--- config.mk ---
export PLATFORM = sky130hd
export DESIGN_NAME = fft_stream_ctrl
export DESIGN_NICKNAME = d
export VERILOG_FILES = /design/src/rtl/fft_stream_ctrl.sv
export SDC_FILE = /design/constraint.sdc
export NUM_CORES = 1
export LEC_CHECK = 0
export ABC_AREA = 1
export BUFFER_PORTS_ARGS = -buffer_cell sky130_fd_sc_hd__buf_2
export CAP_MARGIN = 10
export CORE_ASPECT_RATIO = 0.75
export CORE_MARGIN = 5
export CORE_UTILIZATION = 34
export CTS_BUF_LIST = sky130_fd_sc_hd__clkbuf_16
export DETAILED_ROUTE_END_ITERATION = 7
export SLEW_MARGIN = 25
export SYNTH_ARGS = -nofsm -noshare
export SYNTH_HDL_FRONTEND = slang
export SYNTH_SLANG_ARGS = --single-unit
--- constraint.sdc ---
create_clock -name clk -period 17.11 [get_ports clk]
set_input_delay 0.8555 -clock clk [delete_from_list [all_inputs] [get_ports clk]]
set_output_delay 0.8555 -clock clk [all_outputs]
set_load 0.1 [all_outputs]
--- src/rtl/fft_stream_ctrl.sv ---
// Streams N samples into an FFT core, waits for its completion strobe, then
// replays the captured result bus as an N-word valid/ready stream.
module fft_stream_ctrl #(
   parameter int N       = 16,
   parameter int MSB     = 16,
   parameter int TIMEOUT = 1024
) (
   input  logic                 clk,
   input  logic                 rst,
   input  logic                 s_valid,
   input  logic [MSB-1:0]       s_data,
   output logic                 s_ready,
   output logic                 m_valid,
   output logic [MSB-1:0]       m_data,
   output logic                 m_last,
   input  logic                 m_ready,
   output logic [MSB-1:0]       fft_data_in,
   output logic [$clog2(N)-1:0] fft_addr,
   output logic                 fft_insert_data,
   input  logic [MSB*N-1:0]     fft_data_out,
   input  logic                 fft_finish,
   output logic                 busy,
   output logic                 err,
   output logic                 frame_done
);
   localparam int AW = $clog2(N);
   localparam int TW = $clog2(TIMEOUT + 1);

   typedef enum logic [1:0] {IDLE, LOAD, WAIT, UNLOAD} state_t;

   state_t         state_q;
   logic [AW-1:0]  cnt_q, cnt_d, idx_q, idx_d, addr_q;
   logic [TW-1:0]  tmo_q, tmo_d;
   logic [MSB-1:0] mem_q [N];
   logic [MSB-1:0] m_data_q, din_q;
   logic           s_ready_q, m_valid_q, m_last_q, ins_q, busy_q, err_q, fd_q;
   logic           s_acc, m_acc;

   assign s_acc = s_valid && s_ready_q;
   assign m_acc = m_valid_q && m_ready;
   assign cnt_d = cnt_q + AW'(1);
   assign idx_d = idx_q + AW'(1);
   assign tmo_d = tmo_q + TW'(1);

   always_ff @(posedge clk) begin
      if (rst) begin
         state_q   <= IDLE;
         cnt_q     <= '0;
         idx_q     <= '0;
         tmo_q     <= '0;
         for (int k = 0; k < N; k++) mem_q[k] <= '0;
         m_data_q  <= '0;
         din_q     <= '0;
         addr_q    <= '0;
         s_ready_q <= 1'b0;
         m_valid_q <= 1'b0;
         m_last_q  <= 1'b0;
         ins_q     <= 1'b0;
         busy_q    <= 1'b0;
         err_q     <= 1'b0;
         fd_q      <= 1'b0;
      end else begin
         fd_q <= 1'b0;
         case (state_q)
            IDLE: begin
               s_ready_q <= 1'b1;
               ins_q     <= 1'b0;
               if (s_acc) begin
                  state_q <= LOAD;
                  busy_q  <= 1'b1;
                  din_q   <= s_data;
                  addr_q  <= '0;
                  ins_q   <= 1'b1;
                  cnt_q   <= AW'(1);
               end
            end
            // Without an accepted beat the load outputs simply hold.
            LOAD: begin
               if (s_acc) begin
                  din_q  <= s_data;
                  addr_q <= cnt_q;
                  ins_q  <= 1'b1;
                  if (cnt_q == AW'(N - 1)) begin
                     state_q   <= WAIT;
                     s_ready_q <= 1'b0;
                     cnt_q     <= '0;
                     tmo_q     <= '0;
                  end else begin
                     cnt_q <= cnt_d;
                  end
               end
            end
            WAIT: begin
               ins_q <= 1'b0;
               if (fft_finish) begin
                  for (int k = 0; k < N; k++) mem_q[k] <= fft_data_out[MSB*k +: MSB];
                  m_data_q  <= fft_data_out[MSB-1:0];
                  m_last_q  <= 1'b0;
                  m_valid_q <= 1'b1;
                  idx_q     <= '0;
                  state_q   <= UNLOAD;
               end else if (tmo_q == TW'(TIMEOUT - 1)) begin
                  err_q     <= 1'b1;
                  state_q   <= IDLE;
                  busy_q    <= 1'b0;
                  s_ready_q <= 1'b1;
               end else begin
                  tmo_q <= tmo_d;
               end
            end
            UNLOAD: begin
               if (m_acc) begin
                  if (idx_q == AW'(N - 1)) begin
                     state_q   <= IDLE;
                     m_valid_q <= 1'b0;
                     m_last_q  <= 1'b0;
                     fd_q      <= 1'b1;
                     busy_q    <= 1'b0;
                     s_ready_q <= 1'b1;
                     idx_q     <= '0;
                  end else begin
                     idx_q    <= idx_d;
                     m_data_q <= mem_q[idx_d];
                     m_last_q <= (idx_d == AW'(N - 1));
                  end
               end
            end
            default: state_q <= IDLE;
         endcase
      end
   end

   assign s_ready         = s_ready_q;
   assign m_valid         = m_valid_q;
   assign m_data          = m_data_q;
   assign m_last          = m_last_q;
   assign fft_data_in     = din_q;
   assign fft_addr        = addr_q;
   assign fft_insert_data = ins_q;
   assign busy            = busy_q;
   assign err             = err_q;
   assign frame_done      = fd_q;
endmodule

==> metrics.md, run 1 <==
| Metric | Value |
|---|---|
| Mapped Area | `15700 um2` |
| Final Power | `~2 mW` |
| Worst r2r src | `idx_q[0]` |
| Worst setup path endpoint | `mem_q[15][13]` |
| Internal | `1.42 mW` |
| Power Density | `about 110 nW/um2` |
| Max Slew Vio Count | `0` |
| Worst-Skew Late Latency | `~520 ps` |
| Reg clk slew, reported paths | `60 ps` |
| # fillers | `4686` |
| Post-synth EDFFs | `256` |
| Layout cells sized above 1 | `0.183` |
| DR WL/cell | `between 15 and 20 um` |
| Crit-path cells | `buf_4 > inv_1 > nand2_4 > buf_4 > buf_4` |
| Final Hold Vio Count | `0` |
| Postcts setup bufs | `0` |
| Synth area leaders | `edfxtp_1, nand2_1, inv_1` |
| DRC Markers | `0` |
| Min Tclk post-route | `approximately 4200 ps` |
| Global route overflow | `0` |
| Net Count, Synth | `about 2200` |
| Slowest CP cell | `buf_4` |
| CTS tree | `done` |
| Total wire length | `roughly 47000 um` |
| Sink Count | `320` |
| Initial DRT Pass Iterations | `5` |
| RSZ-0062 raised after global routing | `false` |
| Crit path from | `rst` |
| Combinational Power Share | `0.183` |
| Asr flop ratio synth | `0` |
| Met1 usage in global routing | `0.262` |
| Setup-failing EPs final | `0` |
| GR Layer Usage met3 | `0.0341` |
| Post-synthesis cell count | `about 1900` |
| Gp weighted congestion | `~0.84` |
| Clk pwr share | `0.354` |
| Max Clk Rate | `around 0.24 GHz` |
| Setup total negative slack | `0 ps` |
| Worst r2r path cells | `9` |
| Run status | `finished, final reports clean` |
| Cell row count | `a little under 70` |
| CP Class | `primary input to flop` |
| CP Launch Type | `primary input` |
| Largest net degree at the start of global routing | `between 100 and 150` |
| Crit-path max FO | `72` |
| Layout area overhead | `19.9%` |
| Tightest Pin Transition | `slightly below 1000 ps` |
| Die Width | `between 200 and 300 um` |
| VDD IR max | `between 0.06 and 0.07 mV` |
| HPWL after DPL | `approximately 33000 um` |
| Most used cell, CP | `buf_4` |
| Initial antenna violation count | `2` |
| Setup slack at placement | `roughly 12000 ps` |
| Worst-case clock skew | `about 13 ps` |
| Routed via count | `approximately 13000` |
| Port Buffers | `~320` |
| Die area | `roughly 51000 um2` |
| Hold Buf Count CTS | `0` |
| Worst path arrival time | `~4300 ps` |
| Part of the Yosys area used for sequential elements | `0.570` |
| Crit share post-route | `0.245` |
| Synth Flop Type | `edfxtp_1` |
| Finished Layout Cells | `approximately 2800` |
| Gr usage total | `0.179` |
| I/O pin count | `320` |
| Leakage power | `9.36 nW` |
| H-tree levels | `2` |
| Hold/Removal Path Class | `flop to flop` |
| Mean Syn Cell Area | `about 8.1 um2` |
| Clock Root Buffer | `clkbuf_16` |
| Synth cell types | `33` |
| Global-route wire length before repair | `71600 um` |
| Post-DR vias/cell | `roughly 4.5` |
| Yosys top cell area share | `0.488` |
| Total CTS buffers | `36` |
| CP required | `17250 ps` |
| Nets | `~2500` |
| Largest area contributor in the netlist | `edfxtp_1` |
| Hold WS | `462 ps` |
| Endpoint kind of the worst setup timing path | `flop` |
| Busiest layer in global routing | `met2` |
| Max Cap Viol | `0` |
| Clk buf depth | `3` |
| Post-route ant nets | `0` |
| Most frequent cell after synthesis | `nand2_1` |
| Post-route setup slack | `approximately 13000 ps` |
| Core Footprint | `about 46000 um2` |
| Crit-path max cell delay | `810 ps` |
| Relative slew slack | `0.350` |
| Starting Density | `0.343` |
| Worst reg2reg endpoint | `m_data[9]` |
| Placed insts | `2761` |
| Yosys reg bits | `320` |
| Reg2Reg Setup Slack | `between 10000 and 15000 ps` |
| YS warnings | `0` |
| Starting DRT DRC Count | `1013` |
| Number of global-route vias before repair | `12800` |
| Reg power frac | `0.463` |
| Switching share of total power | `0.301` |
| Grt met2 use | `0.280` |
| Post-CTS Resized | `0` |
| P_sw | `about 0.61 mW` |
| Die height | `around 200 um` |
| Most frequent cells after synthesis | `nand2_1, inv_1, nor2_1` |
[area by class of cell]
| type | count | area, um2 | area share |
|---|---|---|---|
| repair buffers | 330 | 1710 | 0.0905 |
| multi-input cells | 1104 | 4820 | 0.255 |
| well taps | 595 | 744 | 0.0394 |
| flip-flops and latches | 320 | 8970 | 0.475 |
| diodes | 2 | 5.00 | 0.000265 |
| clock inverters | 23 | 145 | 0.00769 |
| inverters | 413 | 1560 | 0.0825 |
| clock buffers | 37 | 926 | 0.0490 |
[flip-flops by register name (all words and copies together), names as in the netlist]
register	cells
mem_q	256
fft_data_in	16
m_data	16
tmo_q	11
cnt_q	4
fft_addr	4
idx_q	4
state_q	2
busy	1
err	1
fft_insert_data	1
frame_done	1
m_last	1
m_valid	1
s_ready	1
[cell usage in the layout (no fill, tap or decap), drive strengths merged]
cell,instances
clkbuf,37
edfxtp,256
nand3,195
dfxtp,64
o211a,1
o31ai,1
a21oi,60
nor2,309
xor2,5
nand4,1
o2111ai,1
inv,427
or2,1
o211ai,2
nand2,478
ha,10
buf,330
nor3,7
bufinv,2
diode,2
clkinv,6
a211oi,1
clkinvlp,1
xnor2,2
o21ai,30
[worst max-delay path: cells and delay by family]
kind / cells / cell delay [ps]
and+or+nand+nor: 1 / 680
buffers and inverters: 4 / 2710
[metrics by stage]
stage          instance area (um2)  utilization
2_1_floorplan                15700            -
3_3_place_gp                 17800        0.386
3_5_place_dp                 17800        0.387
4_1_cts                      18800        0.410
5_1_grt                      18900        0.411
6_report                     18900        0.411
[power by group through the flow]
stage | Sequential [mW] | Clock (mW) | Combinational, mW
detailed placement | 0.960 | 0 | 0.376
finish | 0.944 | 0.721 | 0.373
CTS | 0.943 | 0.735 | 0.377
global route | 0.950 | 0.772 | 0.407
global placement | 0.958 | 0 | 0.371
floorplan | 1.09 | 0 | 0.151
[how the worst min path moves through the flow]
stage	slack, ps	cells after the start	from	to
3_3_place_gp	450	2	tmo_q[10]	tmo_q[10]
3_5_place_dp	450	2	tmo_q[10]	tmo_q[10]
4_1_cts	460	2	tmo_q[10]	tmo_q[10]
6_report	460	2	fft_addr[3]	fft_addr[3]
5_1_grt	490	2	fft_addr[3]	fft_addr[3]
2_1_floorplan	430	2	tmo_q[10]	tmo_q[10]
[per-layer routing]
| layer | share of wire | up-vias |
|---|---|---|
| met3 | 0.072 | 48 |
| met4 | 0.017 | 0 |
| met5 | 0 | - |
| li1 | - | 6452 |
| met2 | 0.45 | 425 |
| met1 | 0.46 | 5879 |
[cells by family (layout without fill, tap and decap cells)]
kind of cell    after synthesis  count (layout)  share of synthesized area
simple gates                991             991                      0.254
buf+inv                     510             803                      0.128
flops                       320             320                      0.570
compound gates               96              96                     0.0350
fa+ha+maj                    10              10                    0.00795
xor+xnor                      7               7                    0.00485
other cells                   0               2                          0
Power figures use the tool's default switching activity.
==> run 2: changes to the inputs <==
Clock period 17.11 ns to 3.4 ns, I/O delays scaled along.
==> run 2 against run 1 <==
Against the previous run:
- die area stayed put
- core utilization is 5.7 points higher
- sequential share of layout area is 5.8 points lower
- routed wire length is 6.9% higher
- count of clock-buffer cells in the layout stayed put
- critical path depth is 4 higher
- largest power group unchanged
==> metrics.md, run 2 (synthesized netlist as in run 1, its figures left out) <==
| Metric | Value |
|---|---|
| Run status | `finished, final reports clean` |
| RSZ-0062 raised after global routing | `false` |
| Routed via count | `14000 (+9.4%)` |
| Max Clk Rate | `a little under 0.4 GHz` |
| Clk buf depth | `3 (unchanged)` |
| CTS tree | `done` |
| Die area | `50800 um2 (unchanged)` |
| Most common cell after layout, fill and taps aside | `nand2_1` |
| Most used cell, CP | `a21oi_1` |
| Die height | `196 um (unchanged)` |
| Finished Layout Cells | `3085 (+9.2%)` |
| Number of global-route vias before repair | `14000 (+9.5%)` |
| Port Buffers | `319 (unchanged)` |
| Crit-path cells | `ha_1 > buf_4 > inv_2 > a21oi_1 > nor3_4 > nand2_2 > a21oi_1 > nand2_1 > a21oi_2` |
| Starting Density | `0.343 (unchanged)` |
| Initial DRT Pass Iterations | `5 (unchanged)` |
| Worst-Skew Late Latency | `520 ps (about the same)` |
| Post-route setup slack | `861 ps (-12060 ps)` |
| Cell row count | `68 (unchanged)` |
| Core Footprint | `45900 um2 (unchanged)` |
| Sink Count | `320 (unchanged)` |
| CP required | `3860 ps (-13390 ps)` |
| HPWL after DPL | `33300 um (+1.3%)` |
| Clock Root Buffer | `clkbuf_16` |
| Power Density | `486 nW/um2 (+350%)` |
| Max FFs per register | `256 (unchanged)` |
| Worst-case clock skew | `19.4 ps (+5.99 ps)` |
| Reg clk slew, reported paths | `60 ps (about the same)` |
| Final Hold Vio Count | `0 (unchanged)` |
| Layout area overhead | `36.5%` |
| I/O pin count | `320 (unchanged)` |
| Setup slack at placement | `907 ps (-11410 ps)` |
| Placed insts | `2774 (+0.47%)` |
| Max Cap Viol | `0 (unchanged)` |
| Global route overflow | `0 (unchanged)` |
| Max Slew Vio Count | `0 (unchanged)` |
| Total CTS buffers | `35 (-2.8%)` |
| Largest net degree at the start of global routing | `131 (+30%)` |
| CP Launch Type | `flop` |
| Die Width | `258 um (unchanged)` |
| Worst path arrival time | `3000 ps (-1330 ps)` |
| Nets | `2752 (+10%)` |
| Hold/Removal Path Class | `primary input to flop` |
| Setup total negative slack | `0 ps (unchanged)` |
| H-tree levels | `2 (unchanged)` |
| Leakage power | `10.5 nW (+12%)` |
| Crit-path max FO | `32 (-56%)` |
| Initial antenna violation count | `1 (-1)` |
| Relative slew slack | `0.418 (+0.0682)` |
| Final Power | `10.5 mW (+410%)` |
| DR WL/cell | `16.2 um (-2.2%)` |
| Total wire length | `50100 um (+6.9%)` |
| Post-layout util | `0.468 (+0.0570)` |
| VDD IR max | `0.321 mV (+430%)` |
| CP Class | `flop to flop` |
| Crit share post-route | `0.747` |
| Tightest Pin Transition | `873 ps (-102 ps)` |
| Crit-path max cell delay | `440 ps (-370 ps)` |
| Antenna Cells | `0 (-2)` |
| Layout cells sized above 1 | `0.171 (-0.0113)` |
| Largest register by flop count | `mem_q` |
| Starting DRT DRC Count | `1044 (+3.1%)` |
| Gr usage total | `0.191 (+0.0120)` |
| Hold WS | `15.8 ps (-446 ps)` |
| Endpoint kind of the worst setup timing path | `flop` |
| Post-DR vias/cell | `4.54 (+0.11%)` |
| Final instance area | `21500 um2 (+14%)` |
| Gp weighted congestion | `0.857 (+2.6%)` |
| Min Tclk post-route | `2540 ps` |
| Post-route ant nets | `0 (unchanged)` |
| Slowest CP cell | `nand2_2` |
| Setup-failing EPs final | `0 (unchanged)` |
| Most frequent cells in the layout | `nand2_1, inv_1, buf_2` |
| DRC Markers | `0 (unchanged)` |
| Post-CTS Resized | `0 (unchanged)` |
| Placed Area | `17900 um2 (+0.99%)` |
| Global-route wire length before repair | `76600 um (+7.0%)` |
run 2: cell count changes in the layout (fill, tap and decap cells not counted), moves of 2 or more:
cell,delta
clkinv_4,+2
diode_2,-2
buf_4,+9
buf_6,-2
buf_12,+6
dlygate4sd3_1,+249
inv_1,-8
clkinv_1,+2
clkinv_2,+8
run 2: path summary, 6_finish.rpt:
| path | start | to | slack, ps | cells after the start |
|---|---|---|---|---|
| setup / recovery | state_q[0] | m_data[1] | 860 | 9 |
| hold / removal | fft_data_out[57] | mem_q[3][9] | 20 | 3 |
| setup reg to reg | state_q[0] | m_data[1] | 860 | 9 |
| hold reg to reg | tmo_q[10] | tmo_q[10] | 460 | 2 |
run 2: worst max-delay path, delay by kind of cell, from the launching register on:
family	cells	cell delay, ps
DFF	1	360
adders and majority gates	1	210
and+or+nand+nor	3	760
buffers and inverters	2	560
AOI/OAI and AO/OA	3	560
run 2: area by class of cell:
| class | instances | area, um2 |
|---|---|---|
| Fill cell | 4364 | 24400 |
| Sequential cell | 320 | 8970 |
| Multi-Input combinational cell | 1104 | 4820 |
| Timing Repair Buffer | 591 | 4340 |
| Inverter | 413 | 1560 |
| Clock buffer | 37 | 926 |
| Tap cell | 595 | 744 |
| Clock inverter | 25 | 143 |
run 2: timing repair:
item	in CTS	in global routing
endpoints found under the hold margin	249	0
setup buffers	0	0
hold buffers	249	0
run 2: where the power goes:
group / switching [mW] / internal, mW / leakage [nW]
Clock: 1.53 / 2.04 / 0.559
Combinational: 1.51 / 0.641 / 6.75
Sequential: 0.118 / 4.62 / 3.15
Total: 3.15 / 7.30 / 10.5
run 2: layer usage:
metal  GRT usage  part of all wire
met1       0.265              0.45
met2       0.309              0.46
met3      0.0406             0.075
met4      0.0468             0.023
met5           0           0.00014
==> run 3: changes to the inputs <==
Clock period 3.4 ns to 2.45 ns, I/O delays scaled along.
==> run 3 against run 2 <==
Against the previous run:
- global-route usage up 1.0 points
- hold slack improved by 12 ps
- highest routed layer is now met4
- first-iteration DRC count is 11% higher
- via count grew 2.4%
- routed wire length up 5.2%
- final cell count up 1.1%
- critical path depth is 1 higher
- worst setup slack got worse by 550 ps
- total power is 46% higher
- clock skew about the same
- die area stayed put
- sequential cell count unchanged
==> metrics.md, run 3 (synthesized netlist as in run 1, its figures left out) <==
| Metric | Value |
|---|---|
| Global route overflow | `0 (unchanged)` |
| CP Class | `flop to flop` |
| Worst path arrival time | `2590 ps (-410 ps)` |
| Max Slew Vio Count | `0 (unchanged)` |
| VDD IR max | `0.462 mV (+44%)` |
| Postcts setup bufs | `0 (unchanged)` |
| Max FFs per register | `256 (unchanged)` |
| RSZ-0062 raised after global routing | `false` |
| Placed insts | `2783 (+0.32%)` |
| Power Density | `694 nW/um2 (+43%)` |
| Finished Layout Cells | `3118 (+1.1%)` |
| Final Hold Vio Count | `0 (unchanged)` |
| Post-route ant nets | `0 (unchanged)` |
| HPWL after DPL | `34900 um (+4.9%)` |
| Gr usage total | `0.201 (+0.0104)` |
| Relative slew slack | `0.529 (+0.111)` |
| Hold/Removal Path Class | `primary input to flop` |
| Clk buf depth | `3 (unchanged)` |
| CP required | `2900 ps (-960 ps)` |
| Post-CTS Resized | `0 (unchanged)` |
| Total CTS buffers | `37 (+5.7%)` |
| Routed via count | `14300 (+2.4%)` |
| Top cell family by delay on the critical path | `simple AND/OR/NAND/NOR gates` |
| Sink Count | `320 (unchanged)` |
| Largest register by flop count | `mem_q` |
| Most used cell, CP | `nand2_1` |
| Most common cell after layout, fill and taps aside | `nand2_1` |
| Initial DRT Pass Iterations | `5 (unchanged)` |
| Setup total negative slack | `0 ps (unchanged)` |
| Layout area overhead | `39.9%` |
| Number of global-route vias before repair | `14500 (+3.8%)` |
| Layout cells sized above 1 | `0.174 (+0.00251)` |
| Starting DRT DRC Count | `1164 (+11%)` |
| Die height | `196 um (unchanged)` |
| Starting Density | `0.343 (unchanged)` |
| Global-route wire length before repair | `80700 um (+5.4%)` |
| Crit-path max FO | `22 (-31%)` |
| Largest net degree at the start of global routing | `133 (+1.5%)` |
| Run status | `finished, final reports clean` |
| Worst-Skew Late Latency | `540 ps (+20 ps)` |
| Total wire length | `52600 um (+5.2%)` |
| Max Clk Rate | `0.468 GHz (+19%)` |
| Nets | `2785 (+1.2%)` |
| Die Width | `258 um (unchanged)` |
| Die area | `50800 um2 (unchanged)` |
| Worst-case clock skew | `19.5 ps (+0.121 ps)` |
| Post-DR vias/cell | `4.60 (+1.3%)` |
| Max Cap Viol | `0 (unchanged)` |
| Core Footprint | `45900 um2 (unchanged)` |
| Reg clk slew, reported paths | `60 ps (about the same)` |
| Hold Buf Count CTS | `271 (+8.8%)` |
| Clock Root Buffer | `clkbuf_16` |
| Crit-path max cell delay | `420 ps (-20 ps)` |
| Cell row count | `68 (unchanged)` |
| Slowest CP cell | `dfxtp_1` |
| Gp weighted congestion | `0.828 (-3.3%)` |
| H-tree levels | `2 (unchanged)` |
| Port Buffers | `319 (unchanged)` |
| Antenna Cells | `0 (unchanged)` |
| WP buf/inv | `3 (+1)` |
| DRC Markers | `0 (unchanged)` |
| Endpoint kind of the worst setup timing path | `flop` |
| Post-layout util | `0.479 (+0.0114)` |
| CTS tree | `done` |
| Crit-path cells | `inv_1 > ha_1 > nand2_1 > inv_2 > nor3_4 > nand2_2 > buf_12 > a21oi_1 > nand2_1 > a21oi_2` |
| Setup-failing EPs final | `0 (unchanged)` |
| DR WL/cell | `16.9 um (+4.1%)` |
| Setup slack at placement | `354 ps (-553 ps)` |
| Crit share post-route | `0.872 (+0.125)` |
| CP Launch Type | `flop` |
| Most frequent cells in the layout | `nand2_1, inv_1, buf_2` |
| Post-route setup slack | `314 ps (-546 ps)` |
| Tightest Pin Transition | `706 ps (-168 ps)` |
| I/O pin count | `320 (unchanged)` |
| Min Tclk post-route | `2140 ps (-404 ps)` |
| Initial antenna violation count | `0 (-1)` |
| Leakage power | `10.7 nW (+2.3%)` |
==> run 3: cell types whose count changed in the layout (fill, tap and decap cells not counted), sizes merged <==
| cell | delta |
|---|---|
| inv | +4 |
| clkinvlp | +1 |
| buf | +9 |
| clkbuf | +2 |
| clkinv | -9 |
| bufinv | +4 |
| dlygate4sd3 | +22 |
==> run 3: cell type report <==
class,instances,area [um2]
fill,4260,23900
sequential,320,8970
multi-input combinational,1104,4820
timing repair buffer,622,4710
inverter,413,1560
clock buffer,39,976
tap,595,744
clock inverter,25,241
==> run 3: worst register-to-register path, cell delays in order (launching register included) <==
cell	delay (ps)
dfxtp_1	420
inv_1	110
ha_1	300
nand2_1	140
inv_2	60
nor3_4	260
nand2_2	210
buf_12	230
a21oi_1	130
nand2_1	90
a21oi_2	100
==> run 3: path summary, 6_finish.rpt <==
check / from / cells after the start / slack (ps) / endpoint
hold / removal: fft_data_out[4] / 3 / 30 / mem_q[0][4]
setup reg to reg: state_q[0] / 10 / 310 / m_data[4]
setup / recovery: state_q[0] / 10 / 310 / m_data[4]
hold reg to reg: fft_addr[3] / 2 / 460 / fft_addr[3]
==> run 3: power by group <==
group	switching [mW]	internal, mW
Combinational	2.12	0.954
Clock	2.21	3.39
Sequential	0.189	6.41
Total	4.52	10.8
==> run 3: per-stage QoR <==
step | total power, mW | area (um2) | hold WS [ps]
floorplan | 8.60 | 15800 | 257
global placement | 9.38 | 18100 | 348
detailed placement | 9.42 | 18100 | 355
CTS | 15.4 | 22000 | 27.0
global route | 15.9 | 22000 | 59.9
finish | 15.3 | 22000 | 27.4
==> run 3: metal layers <==
metal	vias to the layer above	share of wire	track usage
met2	553	0.45	0.317
li1	7046	-	-
met4	0	0.029	0.0570
met3	97	0.079	0.0406
met1	6646	0.45	0.285
met5	-	0	0
